### src/rtl/byte_unstriping_pkg.sv
// Shared constants and FSM encoding for the lane striper/unstriper pair.
package byte_unstriping_pkg;

   localparam int VALID_BIT = 8;
   localparam int WORD_W    = VALID_BIT + 1;

   typedef enum logic [1:0] {
      ST_IDLE  = 2'd0,
      ST_EMIT0 = 2'd1,
      ST_EMIT1 = 2'd2
   } state_t;

endpackage

### src/rtl/byte_unstriping.sv
// Merges two half-rate lanes back into one full-rate byte stream, flagging
// order and strobe-spacing violations and counting delivered words.
module byte_unstriping
   import byte_unstriping_pkg::*;
#(
   parameter int WIDTH   = VALID_BIT,
   parameter int COUNT_W = 16
) (
   input  logic               clk2f,
   input  logic               reset_L,
   input  logic               lane_strobe,
   input  logic [WIDTH:0]     lane0,
   input  logic [WIDTH:0]     lane1,
   output logic [WIDTH:0]     dataout0,
   output logic               active,
   output logic               err_order,
   output logic               err_strobe,
   output logic [COUNT_W-1:0] word_count
);

   state_t               state_r;
   state_t               state_nxt_s;
   logic [WIDTH:0]       hold0_r;
   logic [WIDTH:0]       hold1_r;
   logic [WIDTH:0]       dataout0_r;
   logic                 active_r;
   logic                 err_order_r;
   logic                 err_strobe_r;
   logic [COUNT_W-1:0]   word_count_r;

   logic                 strobe_go_s;
   logic                 strobe_bad_s;
   logic                 load_s;
   logic [WIDTH:0]       out_nxt_s;
   logic                 err_order_nxt_s;
   logic                 err_strobe_nxt_s;

   assign strobe_go_s  = lane_strobe & lane0[WIDTH];
   assign strobe_bad_s = lane_strobe & ~lane0[WIDTH] & lane1[WIDTH];

   // State register; active mirrors the state it is updated with.
   always_ff @(posedge clk2f or negedge reset_L) begin
      if (!reset_L) begin
         state_r  <= ST_IDLE;
         active_r <= 1'b0;
      end else begin
         state_r  <= state_nxt_s;
         active_r <= (state_nxt_s != ST_IDLE);
      end
   end

   // Next-state decode.
   always_comb begin
      state_nxt_s = ST_IDLE;
      case (state_r)
         ST_IDLE: begin
            if (strobe_go_s) begin
               state_nxt_s = ST_EMIT0;
            end else begin
               state_nxt_s = ST_IDLE;
            end
         end
         ST_EMIT0: state_nxt_s = ST_EMIT1;
         ST_EMIT1: begin
            if (strobe_go_s) begin
               state_nxt_s = ST_EMIT0;
            end else begin
               state_nxt_s = ST_IDLE;
            end
         end
         default: state_nxt_s = ST_IDLE;
      endcase
   end

   // Output decode: next stream word, hold load and error pulses.
   always_comb begin
      out_nxt_s        = {(WIDTH+1){1'b0}};
      load_s           = 1'b0;
      err_order_nxt_s  = 1'b0;
      err_strobe_nxt_s = 1'b0;
      case (state_r)
         ST_IDLE: begin
            load_s          = strobe_go_s;
            err_order_nxt_s = strobe_bad_s;
         end
         ST_EMIT0: begin
            out_nxt_s        = hold0_r;
            err_strobe_nxt_s = lane_strobe;
         end
         ST_EMIT1: begin
            // An invalid second byte marks an odd-length tail: emit idle.
            if (hold1_r[WIDTH]) begin
               out_nxt_s = hold1_r;
            end else begin
               out_nxt_s = {(WIDTH+1){1'b0}};
            end
            load_s          = strobe_go_s;
            err_order_nxt_s = strobe_bad_s;
         end
         default: begin
            out_nxt_s = {(WIDTH+1){1'b0}};
         end
      endcase
   end

   // Holding registers, stream output, error pulses and saturating word count.
   always_ff @(posedge clk2f or negedge reset_L) begin
      if (!reset_L) begin
         hold0_r      <= {(WIDTH+1){1'b0}};
         hold1_r      <= {(WIDTH+1){1'b0}};
         dataout0_r   <= {(WIDTH+1){1'b0}};
         err_order_r  <= 1'b0;
         err_strobe_r <= 1'b0;
         word_count_r <= {COUNT_W{1'b0}};
      end else begin
         if (load_s) begin
            hold0_r <= lane0;
            hold1_r <= lane1;
         end
         dataout0_r   <= out_nxt_s;
         err_order_r  <= err_order_nxt_s;
         err_strobe_r <= err_strobe_nxt_s;
         if (out_nxt_s[WIDTH] && (word_count_r != {COUNT_W{1'b1}})) begin
            word_count_r <= word_count_r + {{(COUNT_W-1){1'b0}}, 1'b1};
         end
      end
   end

   assign dataout0   = dataout0_r;
   assign active     = active_r;
   assign err_order  = err_order_r;
   assign err_strobe = err_strobe_r;
   assign word_count = word_count_r;

endmodule

### config.mk
export PLATFORM = sky130hd
export DESIGN_NAME = byte_unstriping
export DESIGN_NICKNAME = d
export VERILOG_FILES = /design/src/rtl/byte_unstriping_pkg.sv /design/src/rtl/byte_unstriping.sv
export SDC_FILE = /design/constraint.sdc
export NUM_CORES = 1
export LEC_CHECK = 0
export BUFFER_PORTS_ARGS = -buffer_cell sky130_fd_sc_hd__clkbuf_2
export CORE_MARGIN = 10
export CORE_UTILIZATION = 53
export DETAILED_ROUTE_END_ITERATION = 10
export PLACE_DENSITY = 0.79
export REMOVE_ABC_BUFFERS = 1
export SLEW_MARGIN = 5
export SYNTH_ARGS = -nofsm -noshare
export SYNTH_HDL_FRONTEND = slang
export SYNTH_SLANG_ARGS = --single-unit
### constraint.sdc
create_clock -name clk2f -period 2.21 [get_ports clk2f]
set_clock_uncertainty 0.15 [all_clocks]
set_input_delay 0.1105 -clock clk2f [delete_from_list [all_inputs] [get_ports clk2f]]
set_output_delay 0.1105 -clock clk2f [all_outputs]
set_load 0.1 [all_outputs]
==> results.txt <==
The first-pass iteration count of the detailed router came out at 4. The time the worst path needs with I/O delays and setup came out at between 1.5 and 2 ns. In this run the worst setup path begins at state_r[0]$_DFF_PN0_. The area of the multi-input gates came out at approximately 900 µm². The routed wire length is about 4.6 mm. The number of global-route vias before repair is ~1,700. Dividing the detail-routed wire length by the instance count gives 16.1 µm. The final net count came out at 263. The CTS buffer count is 5. The number of instances resized during post-cts repair is 0. The y dimension of the die is about 84 µm. The number of failing hold endpoints at the final stage is 0. The later-pin clock latency in the skew report is about 0.29 ns. The final weighted congestion in routability-driven placement came out at just over 0.8. The initial antenna violation count came out at 0. The dominant register cell in the synthesized netlist is sky130_fd_sc_hd__dfrtp_1.

The first-pass GRT wire length came out at roughly 8.1 mm. The number of distinct library cells after synthesis is 37. The share of synthesized flip-flops with an asynchronous set or reset came out at 1.00. STA classifies the critical path startpoint as a register. In this run the number of cells on the critical path is 5. TritonCTS built the clock tree.

The number of diodes added for antenna fixing came out at 0. Broken down by cell family, the worst path's largest delay share belongs to buffers and inverters. The initial standard-cell utilization of the core is 0.542.

The min-delay analysis places its worst path in the category input pin to asynchronous set/reset pin. The top achievable clock speed came out at around 510 MHz. Walking the worst path, the cells encountered are inv_1 -> ha_1 -> o21ai_0 -> nor3b_1 -> dlygate4sd3_1. The number of buffers and inverters on the critical path is 2. The number of nets with antenna violations after detailed routing came out at 0. The share of the clock period used by the worst path after layout came out at 0.881. Of all nets on the critical path, the largest fanout is 5. Yosys attributes the largest share of cell area to sky130_fd_sc_hd__dfrtp_1 56%, sky130_fd_sc_hd__mux2_2 7.9%, sky130_fd_sc_hd__ha_1 3.5%, sky130_fd_sc_hd__a22oi_1 2.8%, sky130_fd_sc_hd__xnor2_1 2.5%. The total global routing track utilization is 0.140. The die outline area came out at 6970 µm².

Of the post-synthesis cell area, the dominant cell type holds 0.562. The post-CTS setup buffer count is 0. The synthesized design spends more area on one cell type than any other, namely sky130_fd_sc_hd__dfrtp_1. The tree is rooted in a sky130_fd_sc_hd__clkbuf_8. After legalization and detailed placement, the total HPWL measured ~3.3 mm.

After global routing the overflow that remains totals 0. The total vias in the final route came out at between 1,500 and 2,000. The number of placement rows came out at 23. The kind of critical path is register to register. The clock tree synthesis step divided the H-tree into 2 levels. The total of warnings raised by yosys is 0. The sort of element at the end of the critical path is a register. The I/O pin count is 49. The maximum number of pins on one net before global-route repair came out at 21. The number of instances in the synthesized netlist came out at 160. The max-slew violation count came out at 0. The highest cell delay on the worst timing path came out at a little over 0.6 ns. The clock-pin transition on the worst setup and hold timing paths is approximately 0.080 ns. Setup repair after global routing left no endpoint under its margin.

The total clock sinks came out at 48. The longest clock path from root to sink contains 2 buffers. The synthesized netlist occupies a cell area of ~2100 µm². The DRC violations left is 0. The worst setup timing slack at the placement stage came out at 0.295 ns. The floorplan die width came out at ~84 µm. The depth of the worst register-to-register path came out at 5. The cell at the slowest stage of the critical path is sky130_fd_sc_hd__dlygate4sd3_1.

The worst register-to-register path begins at state_r[0]$_DFF_PN0_. The worst-case headroom to the max-slew limit is 0.628. In the final layout, the share of cells above drive strength 1 is 0.376. For the pin with the worst max-slew slack, the measured transition is around 0.56 ns.

The critical path data arrival time came out at between 2 and 2.5 ns. Setup violations remaining at the end of the flow were counted as 0. In the final layout, flip-flops and latches occupy around 1200 µm². In this run the static leakage power is between 1 and 1.5 nW. The maximum resistive drop on vdd came out at 0.610 mV.

Relative to the synthesized area, the layout overhead comes to 28.6%. The flow ran to the end, and the final reports show no timing, DRC or antenna violations. Across the run, the number of max-cap violations was 0.

The routed via count divided by cell count is between 5 and 6. The average instance area after synthesis is around 13 µm². The number of DRC markers in iteration 0 is 80. The synthesized design contains 0 enable-type register cells. The number of flip-flops and latches in the synthesized netlist is 48. The number of buffer cells added on primary ports came out at between 40 and 50.

The sequential-to-total area share from yosys stat is 0.562. In this run the power density over the cells is slightly above 800 nW/µm². The final total negative setup slack is 0 ns. The floorplan core area came out at 3940 µm². After filler insertion, the fill cell instance count of the layout stands at 296. The slack of the critical path is ~0.26 ns. At the worst endpoint, the required time is between 2 and 2.5 ns.
==> state kept, by name, summed over array words and instances (netlist names) <==
name	count
hold1_r	9
active	1
hold0_r	9
dataout0	9
state_r	2
err_strobe	1
err_order	1
word_count	16
==> cell usage after synthesis (2+ instances only) <==
library cell and n:
sky130_fd_sc_hd__nor2b_1 8, sky130_fd_sc_hd__inv_1 2, sky130_fd_sc_hd__dfrtp_1 48, sky130_fd_sc_hd__and4_1 3, sky130_fd_sc_hd__nand2_1 3, sky130_fd_sc_hd__xnor2_1 6
sky130_fd_sc_hd__nand4_4 2, sky130_fd_sc_hd__nor2_1 2, sky130_fd_sc_hd__buf_4 3, sky130_fd_sc_hd__nand3_1 9, sky130_fd_sc_hd__ha_1 6, sky130_fd_sc_hd__xor2_1 6
sky130_fd_sc_hd__nor3_1 4, sky130_fd_sc_hd__o21ai_0 4, sky130_fd_sc_hd__and2_1 3, sky130_fd_sc_hd__and3_1 3, sky130_fd_sc_hd__mux2_2 15, sky130_fd_sc_hd__mux2_1 3
sky130_fd_sc_hd__a22oi_1 8, sky130_fd_sc_hd__nand4_1 5
==> cell type report <==
| cell class | count | area share |
|---|---|---|
| clock buffers | 6 | 0.0300 |
| clock inverters | 2 | 0.00364 |
| inverters | 2 | 0.00273 |
| multi-input cells | 105 | 0.326 |
| flip-flops and latches | 48 | 0.437 |
| well taps | 50 | 0.0228 |
| repair buffers | 74 | 0.178 |
==> final timing paths <==
path                                              to  slack (ns)
setup / recovery                 err_order$_DFF_PN0_        0.26
hold / removal             word_count[1]$_DFFE_PN0P_        0.11
setup reg to reg                 err_order$_DFF_PN0_        0.26
hold reg to reg               hold0_r[6]$_DFFE_PN0P_        0.35
max in group asynchronous      dataout0[0]$_DFF_PN0_        1.22
min in group clk2f            hold0_r[6]$_DFFE_PN0P_        0.35
==> cell usage in the layout, fill, tap and decap left out, types with 8 or more instances in the layout <==
cell                            count
sky130_fd_sc_hd__clkbuf_2          48
sky130_fd_sc_hd__a22oi_1            8
sky130_fd_sc_hd__dfrtp_1           48
sky130_fd_sc_hd__dlygate4sd3_1     21
sky130_fd_sc_hd__nor2b_1            8
sky130_fd_sc_hd__nand3_1            9
sky130_fd_sc_hd__mux2_2            15
==> cells by family (layout without fill, tap and decap cells) <==
kind of cell | count (synthesis) | count (layout) | share of synthesized area
multiplexers | 19 | 19 | 0.102
adder cells (fa/ha/maj) | 6 | 6 | 0.0351
AO/OA/AOI/OAI | 16 | 16 | 0.0568
AND/OR/NAND/NOR | 52 | 52 | 0.177
buffers and inverters | 7 | 84 | 0.0181
XOR/XNOR | 12 | 12 | 0.0492
flip-flops | 48 | 48 | 0.562
==> metal layers <==
layer,track usage,part of all wire
met1,0.160,0.42
met2,0.242,0.51
met3,0.0557,0.068
met4,0.0320,0.0087
met5,0,0
==> where the power goes <==
group / internal [mW] / switching, mW / leakage, nW
registers: 0.991 / 0.0909 / 0.618
logic: 0.191 / 0.457 / 0.654
clock network: 0.250 / 0.280 / 0.0510
==> worst reg2reg max path: cells and delay by family (launching register included) <==
family / cells / cell delay (ns)
AND/OR/NAND/NOR: 1 / 0.26
AO/OA/AOI/OAI: 1 / 0.10
flip-flops: 1 / 0.42
adder cells (fa/ha/maj): 1 / 0.26
buffers and inverters: 2 / 0.70
==> stage by stage <==
stage	util	total power, mW	hold slack (ns)	cells	cell area (µm²)
finish	0.697	2.26	0.110	287	2750
global route	0.697	2.37	0.142	287	2750
CTS	0.697	2.28	0.116	287	2750
detailed placement	0.620	1.72	-0.110	258	2450
global placement	0.620	1.70	-0.104	258	2450
floorplan	-	1.56	-0.335	155	2110
==> repair_timing <==
item | 4_1_cts | 5_1_grt
setup endpoints to repair | 0 | 0
hold endpoints to repair | 67 | 0
hold buffers | 21 | 0
No activity file was read; power rests on OpenSTA's default activity.
